**src/rtl/tx_crc_serializer_pkg.sv**
```systemverilog
// -----------------------------------------------------------------------------
// tx_pkg
// Shared definitions for the TX CRC serializer: FSM state encoding, packet
// image geometry, header field offsets and default CRC/preamble constants.
// -----------------------------------------------------------------------------
package tx_pkg;

  // Packet image geometry
  localparam int unsigned PKT_W     = 136;
  localparam int unsigned PAY_W     = 128;
  localparam int unsigned BYTE_W    = 8;
  localparam int unsigned LEN_W     = 4;
  localparam int unsigned BIT_CNT_W = 3;
  localparam int unsigned CRC_W     = 8;

  // Header field offsets inside the packet image
  localparam int unsigned DEST_MSB = 135;
  localparam int unsigned DEST_LSB = 134;
  localparam int unsigned SRC_MSB  = 133;
  localparam int unsigned SRC_LSB  = 132;
  localparam int unsigned LEN_MSB  = 131;
  localparam int unsigned LEN_LSB  = 128;

  // Default CRC / preamble constants
  localparam logic [CRC_W-1:0]  CRC_POLY_DFLT = 8'h07;
  localparam logic [CRC_W-1:0]  CRC_INIT_DFLT = 8'h00;
  localparam logic [BYTE_W-1:0] PREAMBLE_DFLT = 8'hAA;

  typedef enum logic [2:0] {
    IDLE = 3'd0,
    PRE  = 3'd1,
    HDR  = 3'd2,
    PAY  = 3'd3,
    CRC  = 3'd4
  } state_e;

  // Header byte as transmitted, MSB first
  typedef struct packed {
    logic [1:0]       dest;
    logic [1:0]       src;
    logic [LEN_W-1:0] len;
  } hdr_t;

  // Extract the header fields from a packet image
  function automatic hdr_t hdr_of(input logic [PKT_W-1:0] pkt);
    hdr_t h;
    h.dest = pkt[DEST_MSB:DEST_LSB];
    h.src  = pkt[SRC_MSB:SRC_LSB];
    h.len  = pkt[LEN_MSB:LEN_LSB];
    return h;
  endfunction

endpackage

```
**src/rtl/tx_crc_serializer_if.sv**
```systemverilog
// -----------------------------------------------------------------------------
// tx_crc_serializer_if
// Bundles the serializer's request/flag inputs and serial/status outputs.
//   master : TX input register / link side (drives start, packet, flags)
//   slave  : the serializer (drives serial line and status)
// Signals:
//   start, tx_packet[135:0], test_mode, header_ready, data_ready   (to slave)
//   tx_serial, tx_valid, tx_sof, tx_eof, busy, done, start_err,
//   crc_out[7:0]                                                   (from slave)
// -----------------------------------------------------------------------------
interface tx_crc_serializer_if;
  import tx_pkg::*;

  logic                 start;
  logic [PKT_W-1:0]     tx_packet;
  logic                 test_mode;
  logic                 header_ready;
  logic                 data_ready;

  logic                 tx_serial;
  logic                 tx_valid;
  logic                 tx_sof;
  logic                 tx_eof;
  logic                 busy;
  logic                 done;
  logic                 start_err;
  logic [CRC_W-1:0]     crc_out;

  modport master (
    output start, tx_packet, test_mode, header_ready, data_ready,
    input  tx_serial, tx_valid, tx_sof, tx_eof, busy, done, start_err, crc_out
  );

  modport slave (
    input  start, tx_packet, test_mode, header_ready, data_ready,
    output tx_serial, tx_valid, tx_sof, tx_eof, busy, done, start_err, crc_out
  );

endinterface

```
**src/rtl/tx_crc_serializer_crc8_bit_update.sv**
```systemverilog
// -----------------------------------------------------------------------------
// crc8_bit_update
// Combinational single-bit CRC-8 step (MSB-first, implicit x^8 term).
// Ports:
//   crc_in[7:0]  current CRC register
//   bit_in       data bit entering the CRC
//   crc_out[7:0] CRC register after absorbing bit_in
// Parameter:
//   POLY         generator polynomial without the x^8 term
// -----------------------------------------------------------------------------
module crc8_bit_update #(
  parameter logic [7:0] POLY = 8'h07
) (
  input  logic [7:0] crc_in,
  input  logic       bit_in,
  output logic [7:0] crc_out
);

  logic fb;

  assign fb      = crc_in[7] ^ bit_in;
  assign crc_out = {crc_in[6:0], 1'b0} ^ (fb ? POLY : 8'h00);

endmodule

```
**src/rtl/tx_crc_serializer.sv**
```systemverilog
// -----------------------------------------------------------------------------
// tx_crc_serializer
// Serializes a latched 136-bit packet image MSB first as
//   [preamble] header, len payload bytes, CRC-8
// computing the CRC on the fly over header and payload bits. test_mode
// inverts bit0 of the CRC on the line only; crc_out keeps the clean value.
// Optional feature: define TX_PREAMBLE_EN to send PREAMBLE before the header.
// Ports:
//   clk   system clock, rising edge
//   rst   synchronous reset, active-high
//   bus   tx_crc_serializer_if.slave (start/packet/flags in, serial/status out)
// Parameters:
//   CRC_POLY, CRC_INIT, PREAMBLE
// -----------------------------------------------------------------------------
module tx_crc_serializer
  import tx_pkg::*;
#(
  parameter logic [CRC_W-1:0]  CRC_POLY = CRC_POLY_DFLT,
  parameter logic [CRC_W-1:0]  CRC_INIT = CRC_INIT_DFLT,
  parameter logic [BYTE_W-1:0] PREAMBLE = PREAMBLE_DFLT
) (
  input logic                clk,
  input logic                rst,
  tx_crc_serializer_if.slave bus
);

  // FSM and datapath state
  state_e                 state_q,    state_d;
  logic [BIT_CNT_W-1:0]   bit_cnt_q,  bit_cnt_d;
  logic [LEN_W-1:0]       byte_cnt_q, byte_cnt_d;
  logic [PKT_W-1:0]       pkt_q,      pkt_d;
  logic                   tm_q,       tm_d;
  logic [CRC_W-1:0]       crc_q,      crc_d;
  logic [CRC_W-1:0]       crc_out_q,  crc_out_d;

  // Registered outputs
  logic serial_q,    serial_d;
  logic valid_q,     valid_d;
  logic sof_q,       sof_d;
  logic eof_q,       eof_d;
  logic busy_q,      busy_d;
  logic done_q,      done_d;
  logic start_err_q, start_err_d;

  logic [CRC_W-1:0] crc_step_c;
  logic             data_bit_c;
  logic [LEN_W-1:0] len_lat_c;
  logic [LEN_W-1:0] len_in_c;

  // Bit on the line for a given FSM position; shared by the current-bit
  // (CRC feed) and next-bit (output register) paths so they cannot diverge
  function automatic logic line_bit(
    input state_e               st,
    input logic [BIT_CNT_W-1:0] bc,
    input logic [LEN_W-1:0]     byc,
    input logic [PKT_W-1:0]     pkt,
    input logic [CRC_W-1:0]     crc,
    input logic                 tm
  );
    logic [PAY_W-1:0]  pay_sh;
    logic [BYTE_W-1:0] pay_byte;
    logic [BYTE_W-1:0] hdr_byte;
    pay_sh   = pkt[PAY_W-1:0] << {byc, 3'b000};
    pay_byte = pay_sh[PAY_W-1 -: BYTE_W];
    hdr_byte = hdr_of(pkt);
    case (st)
      PRE:     line_bit = PREAMBLE[bc];
      HDR:     line_bit = hdr_byte[bc];
      PAY:     line_bit = pay_byte[bc];
      CRC:     line_bit = crc[bc] ^ ((bc == 3'd0) & tm);
      default: line_bit = 1'b0;
    endcase
  endfunction

  assign len_lat_c  = hdr_of(pkt_q).len;
  assign len_in_c   = hdr_of(bus.tx_packet).len;
  assign data_bit_c = line_bit(state_q, bit_cnt_q, byte_cnt_q, pkt_q, crc_q, tm_q);

  // One-bit CRC step over the bit currently on the line
  crc8_bit_update #(
    .POLY (CRC_POLY)
  ) u_crc8 (
    .crc_in  (crc_q),
    .bit_in  (data_bit_c),
    .crc_out (crc_step_c)
  );

  // Next-state and next-output logic
  always_comb begin
    state_d     = state_q;
    bit_cnt_d   = bit_cnt_q;
    byte_cnt_d  = byte_cnt_q;
    pkt_d       = pkt_q;
    tm_d        = tm_q;
    crc_d       = crc_q;
    crc_out_d   = crc_out_q;
    done_d      = 1'b0;
    start_err_d = 1'b0;
    sof_d       = 1'b0;

    case (state_q)
      IDLE: begin
        if (bus.start) begin
          if (bus.header_ready && (bus.data_ready || (len_in_c == 4'd0))) begin
            pkt_d      = bus.tx_packet;
            tm_d       = bus.test_mode;
            crc_d      = CRC_INIT;
            bit_cnt_d  = 3'd7;
            byte_cnt_d = 4'd0;
            sof_d      = 1'b1;
`ifdef TX_PREAMBLE_EN
            state_d    = PRE;
`else
            state_d    = HDR;
`endif
          end else begin
            start_err_d = 1'b1;
          end
        end
      end

      PRE: begin
        if (bit_cnt_q == 3'd0) begin
          state_d   = HDR;
          bit_cnt_d = 3'd7;
        end else begin
          bit_cnt_d = bit_cnt_q - 3'd1;
        end
      end

      HDR: begin
        crc_d = crc_step_c;
        if (bit_cnt_q == 3'd0) begin
          bit_cnt_d  = 3'd7;
          byte_cnt_d = 4'd0;
          state_d    = (len_lat_c == 4'd0) ? CRC : PAY;
        end else begin
          bit_cnt_d = bit_cnt_q - 3'd1;
        end
      end

      PAY: begin
        crc_d = crc_step_c;
        if (bit_cnt_q == 3'd0) begin
          bit_cnt_d = 3'd7;
          if (byte_cnt_q == (len_lat_c - 4'd1)) begin
            state_d = CRC;
          end else begin
            byte_cnt_d = byte_cnt_q + 4'd1;
          end
        end else begin
          bit_cnt_d = bit_cnt_q - 3'd1;
        end
      end

      CRC: begin
        // CRC register is frozen here; only the line copy carries test_mode
        if (bit_cnt_q == 3'd0) begin
          state_d   = IDLE;
          done_d    = 1'b1;
          crc_out_d = crc_q;
        end else begin
          bit_cnt_d = bit_cnt_q - 3'd1;
        end
      end

      default: state_d = IDLE;
    endcase

    // Outputs describe the bit that will be on the line next cycle
    valid_d  = (state_d != IDLE);
    busy_d   = valid_d;
    eof_d    = (state_d == CRC) && (bit_cnt_d == 3'd0);
    serial_d = valid_d ? line_bit(state_d, bit_cnt_d, byte_cnt_d, pkt_d, crc_d, tm_d)
                       : 1'b0;
  end

  // State and output registers
  always_ff @(posedge clk) begin
    if (rst) begin
      state_q     <= IDLE;
      bit_cnt_q   <= '0;
      byte_cnt_q  <= '0;
      pkt_q       <= '0;
      tm_q        <= 1'b0;
      crc_q       <= '0;
      crc_out_q   <= '0;
      serial_q    <= 1'b0;
      valid_q     <= 1'b0;
      sof_q       <= 1'b0;
      eof_q       <= 1'b0;
      busy_q      <= 1'b0;
      done_q      <= 1'b0;
      start_err_q <= 1'b0;
    end else begin
      state_q     <= state_d;
      bit_cnt_q   <= bit_cnt_d;
      byte_cnt_q  <= byte_cnt_d;
      pkt_q       <= pkt_d;
      tm_q        <= tm_d;
      crc_q       <= crc_d;
      crc_out_q   <= crc_out_d;
      serial_q    <= serial_d;
      valid_q     <= valid_d;
      sof_q       <= sof_d;
      eof_q       <= eof_d;
      busy_q      <= busy_d;
      done_q      <= done_d;
      start_err_q <= start_err_d;
    end
  end

  assign bus.tx_serial = serial_q;
  assign bus.tx_valid  = valid_q;
  assign bus.tx_sof    = sof_q;
  assign bus.tx_eof    = eof_q;
  assign bus.busy      = busy_q;
  assign bus.done      = done_q;
  assign bus.start_err = start_err_q;
  assign bus.crc_out   = crc_out_q;

endmodule

```
**src/flat_wrapper.sv**
```systemverilog
// flat-port wrapper written by rule: the top's interface ports become plain ports
module tx_crc_serializer_flat import tx_pkg::*;
#(
  parameter logic [CRC_W-1:0]  CRC_POLY = CRC_POLY_DFLT,
  parameter logic [CRC_W-1:0]  CRC_INIT = CRC_INIT_DFLT,
  parameter logic [BYTE_W-1:0] PREAMBLE = PREAMBLE_DFLT
)
  (clk, rst, bus_start, bus_tx_packet, bus_test_mode, bus_header_ready, bus_data_ready, bus_tx_serial, bus_tx_valid, bus_tx_sof, bus_tx_eof, bus_busy, bus_done, bus_start_err, bus_crc_out);
  tx_crc_serializer_if bus_i ();
  input logic clk;
  input logic rst;
  input wire logic [$bits(bus_i.start)-1:0] bus_start;
  input wire logic [$bits(bus_i.tx_packet)-1:0] bus_tx_packet;
  input wire logic [$bits(bus_i.test_mode)-1:0] bus_test_mode;
  input wire logic [$bits(bus_i.header_ready)-1:0] bus_header_ready;
  input wire logic [$bits(bus_i.data_ready)-1:0] bus_data_ready;
  output wire logic [$bits(bus_i.tx_serial)-1:0] bus_tx_serial;
  output wire logic [$bits(bus_i.tx_valid)-1:0] bus_tx_valid;
  output wire logic [$bits(bus_i.tx_sof)-1:0] bus_tx_sof;
  output wire logic [$bits(bus_i.tx_eof)-1:0] bus_tx_eof;
  output wire logic [$bits(bus_i.busy)-1:0] bus_busy;
  output wire logic [$bits(bus_i.done)-1:0] bus_done;
  output wire logic [$bits(bus_i.start_err)-1:0] bus_start_err;
  output wire logic [$bits(bus_i.crc_out)-1:0] bus_crc_out;
  assign bus_i.start = bus_start;
  assign bus_i.tx_packet = bus_tx_packet;
  assign bus_i.test_mode = bus_test_mode;
  assign bus_i.header_ready = bus_header_ready;
  assign bus_i.data_ready = bus_data_ready;
  assign bus_tx_serial = bus_i.tx_serial;
  assign bus_tx_valid = bus_i.tx_valid;
  assign bus_tx_sof = bus_i.tx_sof;
  assign bus_tx_eof = bus_i.tx_eof;
  assign bus_busy = bus_i.busy;
  assign bus_done = bus_i.done;
  assign bus_start_err = bus_i.start_err;
  assign bus_crc_out = bus_i.crc_out;
  tx_crc_serializer #(.CRC_POLY(CRC_POLY), .CRC_INIT(CRC_INIT), .PREAMBLE(PREAMBLE)) u_core (.clk(clk), .rst(rst), .bus(bus_i));
endmodule
```
**config.mk**
```make
export PLATFORM = sky130hd
export DESIGN_NAME = tx_crc_serializer_flat
export DESIGN_NICKNAME = d
export VERILOG_FILES = /design/src/rtl/tx_crc_serializer_pkg.sv /design/src/rtl/tx_crc_serializer_if.sv /design/src/rtl/tx_crc_serializer_crc8_bit_update.sv /design/src/rtl/tx_crc_serializer.sv /design/src/flat_wrapper.sv
export SDC_FILE = /design/constraint.sdc
export NUM_CORES = 1
export LEC_CHECK = 0
export ABC_AREA = 1
export CORE_MARGIN = 2
export CORE_UTILIZATION = 54
export DETAILED_ROUTE_END_ITERATION = 8
export PLACE_DENSITY_LB_ADDON = 0.08
export SLEW_MARGIN = 30
export SYNTH_ARGS = -nofsm -noshare
export SYNTH_HDL_FRONTEND = slang
export SYNTH_SLANG_ARGS = --single-unit
```
**constraint.sdc**
```tcl
create_clock -name clk -period 3.5 [get_ports clk]
set_input_delay 0.875 -clock clk [delete_from_list [all_inputs] [get_ports clk]]
set_output_delay 0.875 -clock clk [all_outputs]
set_load 0.01 [all_outputs]
```
# == After elaboration in Yosys (flattened, before gate mapping) ==
# Memories as Yosys holds them, arrays and structs flattened. A register that Yosys moved wholly into a read port is not among the register bits.
# Cells that the tools add are included.
# word_totals
out_inout_bits,15
wordCells,106
romBits,16
inputBits,142
memories,2
regBits,169
# mem_list
name,depth,width,read_ports,rd_clocked_by_memory_dff,write_ports,line,rtl
(name not given),8,1,1,0,0,tx_crc_serializer.sv:67,PRE: line_bit = PREAMBLE[bc];
(name not given),8,1,1,1,0,tx_crc_serializer.sv:67,
# classes
n_lt_le_gt_ge,2
mux,50
n_bitwise,10
eq_ne,9
n_reduce_logical,15
addsub,3
shift,2
# op_table
operator,count
2-to-1 mux 136 bit,3
<< shifter 128 x 7 -> 128 bit,2
2-to-1 mux 3 bit,14
2-to-1 mux 4 bit,5
binary-select mux 1 bit (select 3 bit),6
2-to-1 mux 8 bit,2
one-hot mux 8 bit (2 select lines),1
one-hot mux 3 bit (5 select lines),1
2-to-1 mux 1 bit,14
"== test 3 x 2 -> 1 bit, second input constant",4
one-hot mux 4 bit (3 select lines),1
logical NOT 3 bit,3
one-hot mux 3 bit (3 select lines),1
logical NOT 4 bit,2
"< comparator 3 x 4 -> 1 bit, second input constant",2
one-hot mux 1 bit (4 select lines),2
XOR 8 x 3 -> 8 bit,1
"== test 3 x 1 -> 1 bit, second input constant",2
"== test 3 bit, second input constant",2
OR reduction 2 bit,3
OR reduction 3 bit,2
"adder 4 x 1 -> 4 bit, second input constant",1
== test 4 bit,1
NOT 1 bit,4
8 further kinds,12

# == Depth between registers and ports, before layout ==
# Gate-level depths: netlist (run 1).
# depth
word_depth,12
depth_mapped,24
ltp_nobuf,22

# == Modules after synthesis ==
# A second synthesis (run 1) with hierarchy kept.
# hier_totals
hier_cells,1409
hier_area_um2,9464.1
# by_module_without_submodules
mod,n_inst,cells_per_inst,area_each_um2
tx_crc_serializer,1,1388,9357.7
crc8_bit_update,1,21,106.4

# == Least setup slack after synthesis (run 1) ==
# No wires, ideal clock.
# synth_path
path_kind,input to register
start,in bus_tx_packet[128]
end,reg u_core.serial_q (netlist: u_core.bus.tx_serial)
t_arrival_ps,2738
path_buffers,2
cell_stages,20
setup_slack_ps,637
setup_ps,125
t_required_ps,3375
cell_sequence,nor2_1 > nand2_1 > a21boi_1 > nand2_4 > nand2_4 > nand2_2 > nand2_2 > nand2_2 > buf_6 > buf_4 > o211ai_1 > nand3_1 > nand3_1 > nand3_1 > nand2_1 > inv_1 > nand3_1 > nand2_1 > a21oi_1 > a21oi_1
# synth_between
elab_chain_len,10
elab_cells_between_ends,41
# synth_lines
item,line,rtl
"start, declared",flat_wrapper.sv:13,input wire logic [$bits(bus_i.tx_packet)-1:0] bus_tx_packet;
logical NOT 4 bit,tx_crc_serializer.sv:104,if (bus.header_ready && (bus.data_ready || (len_in_c == 4'd0))) begin
logical OR 1 bit,tx_crc_serializer.sv:104,
logical AND 1 bit,tx_crc_serializer.sv:104,
2-to-1 mux 4 bit (tied with other cells),tx_crc_serializer.sv:104,
2-to-1 mux 4 bit (tied with other cells),tx_crc_serializer.sv:103,if (bus.start) begin
one-hot mux 4 bit (3 select lines) (tied with other cells),tx_crc_serializer.sv:101,case (state_q)
<< shifter 128 x 7 -> 128 bit (tied with other cells),tx_crc_serializer.sv:63,"pay_sh = pkt[PAY_W-1:0] << {byc, 3'b000};"
binary-select mux 1 bit (select 3 bit) (tied with other cells),tx_crc_serializer.sv:69,PAY: line_bit = pay_byte[bc];
2-to-1 mux 1 bit (not written as such) / XOR 1 bit (equally long branches),"tx_crc_serializer.sv:69, tx_crc_serializer.sv:70",
one-hot mux 1 bit (4 select lines),tx_crc_serializer.sv:66,case (st)
"end signal, assigned",tx_crc_serializer.sv:203,serial_q <= serial_d;
"end, declared",tx_crc_serializer.sv:37,"logic serial_q, serial_d;"
# Parallel ways exist; a longest one is shown, timed or not. The select of a mux whose other input is x is not followed.
# A chain may end at the register's enable or synchronous reset.

# == Final worst setup path (run 1) ==
# layout_path
start,in bus_tx_packet[130]
end,reg u_core.serial_q (netlist: u_core.bus.tx_serial)
# The elaborated chain is that of the path after synthesis.

==> impl_metrics.env, run 1 <==
export IMPL_outcome="finished clean"
export IMPL_grt_pass1_vias=9598
export IMPL_skew_ns=0.00748
export IMPL_vias=10317
export IMPL_detailedPlacementHpwl_mm=22.1
export IMPL_rrSetupSlack_ns=0.36
export IMPL_ys_flop_type="dfxtp_1"
export IMPL_yosys_cell_types_count=43
export IMPL_dp_slack_ns=-0.0523
export IMPL_tightest_slew_ns=0.814
export IMPL_cp_end_kind="flip-flop"
export IMPL_pwr_share_clk=0.380
export IMPL_fin_area_sq_um=12600
export IMPL_antenna_found_initial=0
export IMPL_max_freq_mhz=318
export IMPL_dieArea_sq_um=18900
export IMPL_clkLatencyLatePin_ns=0.44
export IMPL_r2r_start="u_core.bit_cnt_q[1]"
export IMPL_cp_arrival_ns=3.47
export IMPL_setup_worst_path_end="u_core.bus.tx_serial"
export IMPL_syn_instance_count=1414
export IMPL_syn_avg_cell_area_sq_um=6.80
export IMPL_crit_type="primary input to flip-flop"
export IMPL_grtUsageTotal=0.337
export IMPL_n_antenna_cell=0
export IMPL_max_slew_margin_rel=0.455
export IMPL_drv_slew=0
export IMPL_synth_area_sq_um=9620
export IMPL_synth_edf_count=0
export IMPL_ctsResizeCount=0
export IMPL_n_fill_cell=1475
export IMPL_p_int_mw=3.72
export IMPL_cts_root_buf="clkbuf_16"
export IMPL_synth_nets=1562
export IMPL_fin_crit_ns=3.14
export IMPL_rr_worst_depth=19
export IMPL_synthArstFlopShare=0
export IMPL_die_y_microns=137
export IMPL_start_util=0.554
export IMPL_cts_sinks=169
export IMPL_setup_tns_ns=0
export IMPL_worstPathRequired_ns=3.82
export IMPL_seqPwrFrac=0.400
export IMPL_cts_hold_buffers=0
export IMPL_p_sw_mw=1.45
export IMPL_path_clk_slew_ns=0.06
export IMPL_routed_wl_mm=31.2
export IMPL_p_leak_nw=5.91
export IMPL_layout_drive_gt1_share=0.123
export IMPL_maxCapViolations=0
export IMPL_seq_area_sq_um=3380
export IMPL_grt_pass1_wl_mm=49.3
export IMPL_ant_nets=0
export IMPL_cts_tree="yes"
export IMPL_core_sq_um=17400
export IMPL_crit_start="bus_tx_packet[130]"
export IMPL_area_growth_pct=30.8
export IMPL_grt_busiest_layer="met2"
export IMPL_port_buffers=156
export IMPL_met2_usage=0.542
export IMPL_numCtsBuffers=17
export IMPL_drtIter0Drc=1123
export IMPL_path_max_fanout=8
export IMPL_gp_congestion=0.922
export IMPL_power_frac_comb=0.220
export IMPL_ys_ff_latch=169
export IMPL_die_x_microns=137
export IMPL_hold_viol=0
export IMPL_finalCritPeriodShare=0.898
export IMPL_worstReg2RegEnd="u_core.bus.tx_serial"
export IMPL_timing_final_ws_setup_ns=0.355
export IMPL_hp_class="flip-flop to flip-flop"
export IMPL_met1_usage=0.448
export IMPL_rows=48
export IMPL_critPathLaunchType="primary input"
export IMPL_setup_violations=0
export IMPL_gr_usage_met3=0.0563
export IMPL_drtPass1Iterations=6
export IMPL_wire_per_inst_microns=17.0
export IMPL_grt_max_degree=74
export IMPL_dpl_cell_area_sq_um=12000
export IMPL_final_nets=1748
export IMPL_cts_htree_levels=4
export IMPL_swShare=0.280
export IMPL_irDropWorstVdd_mv=0.354
export IMPL_multi_input_area_sq_um=5440
export IMPL_cts_setup_buffers=0
export IMPL_ys_seq_area_frac=0.352
export IMPL_power_density_nw_per_um2=410
export IMPL_yosys_warnings=0
export IMPL_pin_count=157
export IMPL_drc_errors=0
export IMPL_clock_path_buffers=2
export IMPL_viasPerCell=5.61
export IMPL_gr_total_overflow=0
export IMPL_rsz0062_at_grt="false"
## how the worst min path moves through the flow
| stage | start | endpoint | slack (ns) | cells after the start |
|---|---|---|---|---|
| 2_1_floorplan | u_core.crc_q[3] | u_core.bus.crc_out[3] | 0.46 | 2 |
| 3_3_place_gp | u_core.pkt_q[119] | u_core.pkt_q[119] | 0.47 | 2 |
| 3_5_place_dp | u_core.pkt_q[123] | u_core.pkt_q[123] | 0.48 | 2 |
| 4_1_cts | u_core.pkt_q[123] | u_core.pkt_q[123] | 0.49 | 2 |
| 5_1_grt | u_core.pkt_q[107] | u_core.pkt_q[107] | 0.52 | 2 |
| 6_report | u_core.pkt_q[119] | u_core.pkt_q[119] | 0.50 | 2 |
## cells in the final DEF, fill, tap and decap left out, types with 37 or more instances in the layout
cell / count
inv_1: 75
nand2_1: 345
buf_4: 85
o21ai_0: 41
mux2i_1: 92
nor2_1: 167
a21oi_1: 37
nand3_1: 267
clkdlybuf4s50_1: 155
dfxtp_1: 168
## worst max-delay path: stages
cell             delay (ns)
clkdlybuf4s50_1        0.48
nor2_1                 0.05
nand2_1                0.05
a21boi_1               0.05
buf_4                  0.15
nand2_8                0.10
inv_2                  0.07
buf_4                  0.14
nor3_2                 0.30
inv_2                  0.06
nor2_1                 0.36
buf_4                  0.20
nand3_1                0.08
nand2_1                0.08
inv_1                  0.06
nand3_1                0.08
nand2_1                0.06
a21oi_1                0.11
a21oi_1                0.07
## registers in the layout, indices dropped and copies added (netlist names), 3 cells and up
register	cells
u_core.byte_cnt_q	4
u_core.crc_q	8
u_core.pkt_q	136
u_core.bus.crc_out	8
u_core.bit_cnt_q	3
u_core.state_q	3
## Yosys cell counts, types with 2 or more instances
cell         n  area (sq um)
buf_4        7          52.6
nand4_1      2          12.5
buf_1        7          26.3
nand2_4      2          22.5
or2_2       27           169
o2111ai_1    2          17.5
nand3_1    267          1340
nand2_2      8          50.1
nand2_1    345          1290
nor2_2       4          25.0
o22ai_1      5          31.3
inv_2       18          67.6
a21oi_1     37           185
a22oi_1      3          22.5
mux2i_1     92           921
buf_6        6          67.6
o21ai_0     41           205
inv_1       75           282
clkbuf_1    34           128
dfxtp_1    169          3380
o21a_1      27           203
buf_2       35           175
ha_1         6          75.1
xor2_1       2          17.5
nor3_1       5          25.0
o211ai_1     5          37.5
nor2_1     167           627
## kinds of logic after synthesis
| group | after synthesis | synth area share |
|---|---|---|
| xor+xnor | 3 | 0.00273 |
| simple gates | 835 | 0.379 |
| buf+inv | 183 | 0.0834 |
| flops | 169 | 0.352 |
| mux | 92 | 0.0958 |
| compound gates | 126 | 0.0796 |
| fa+ha+maj | 6 | 0.00781 |
## power by group through the flow
stage | combinational (mW) | sequential (mW) | clock [mW]
6_report | 1.14 | 2.06 | 1.96
5_1_grt | 1.24 | 2.07 | 2.05
4_1_cts | 1.13 | 2.06 | 1.97
3_5_place_dp | 1.12 | 2.11 | 0
3_3_place_gp | 1.11 | 2.10 | 0
2_1_floorplan | 0.620 | 2.10 | 0
## final cells by class
type / count / share of cell area
Clock buffer: 22 / 0.0369
Sequential cell: 169 / 0.269
Inverter: 94 / 0.0281
Multi-Input combinational cell: 1062 / 0.433
Timing Repair Buffer: 256 / 0.200
Tap cell: 225 / 0.0224
Clock inverter: 10 / 0.0113
## per-stage QoR
stage                     std cells  hold WS [ns]  utilization  total power [mW]
after floorplan                1414         0.461            -              2.72
after global placement         1806         0.475        0.690              3.21
after detailed placement       1806         0.481        0.690              3.22
after CTS                      1838         0.491        0.725              5.15
after global routing           1838         0.516        0.725              5.36
final                          1838         0.497        0.725              5.16
## layer usage
layer | routed length (microns) | share of wire
met4 | 1220 | 0.039
met3 | 2480 | 0.080
met5 | 0 | 0
met1 | 13300 | 0.43
met2 | 14200 | 0.46
Note: power is estimated with default switching activity, not from simulation.
==> run 2: changes to the inputs <==
--- a/config.mk
+++ b/config.mk
@@ -9,6 +9,7 @@
 export CORE_MARGIN = 2
 export CORE_UTILIZATION = 54
 export DETAILED_ROUTE_END_ITERATION = 8
+export HOLD_SLACK_MARGIN = 0.15
 export PLACE_DENSITY_LB_ADDON = 0.08
 export SLEW_MARGIN = 30
 export SYNTH_ARGS = -nofsm -noshare
==> results of run 2 <==
No change in the layout: final DEF, timing and power equal those of run 1.
==> run 3: changes to the inputs <==
--- a/config.mk
+++ b/config.mk
@@ -11,6 +11,7 @@
 export DETAILED_ROUTE_END_ITERATION = 8
 export HOLD_SLACK_MARGIN = 0.15
 export PLACE_DENSITY_LB_ADDON = 0.08
+export SETUP_SLACK_MARGIN = 0.05
 export SLEW_MARGIN = 30
 export SYNTH_ARGS = -nofsm -noshare
 export SYNTH_HDL_FRONTEND = slang
==> results of run 3 <==
No change in the layout: final DEF, timing and power equal those of run 1.
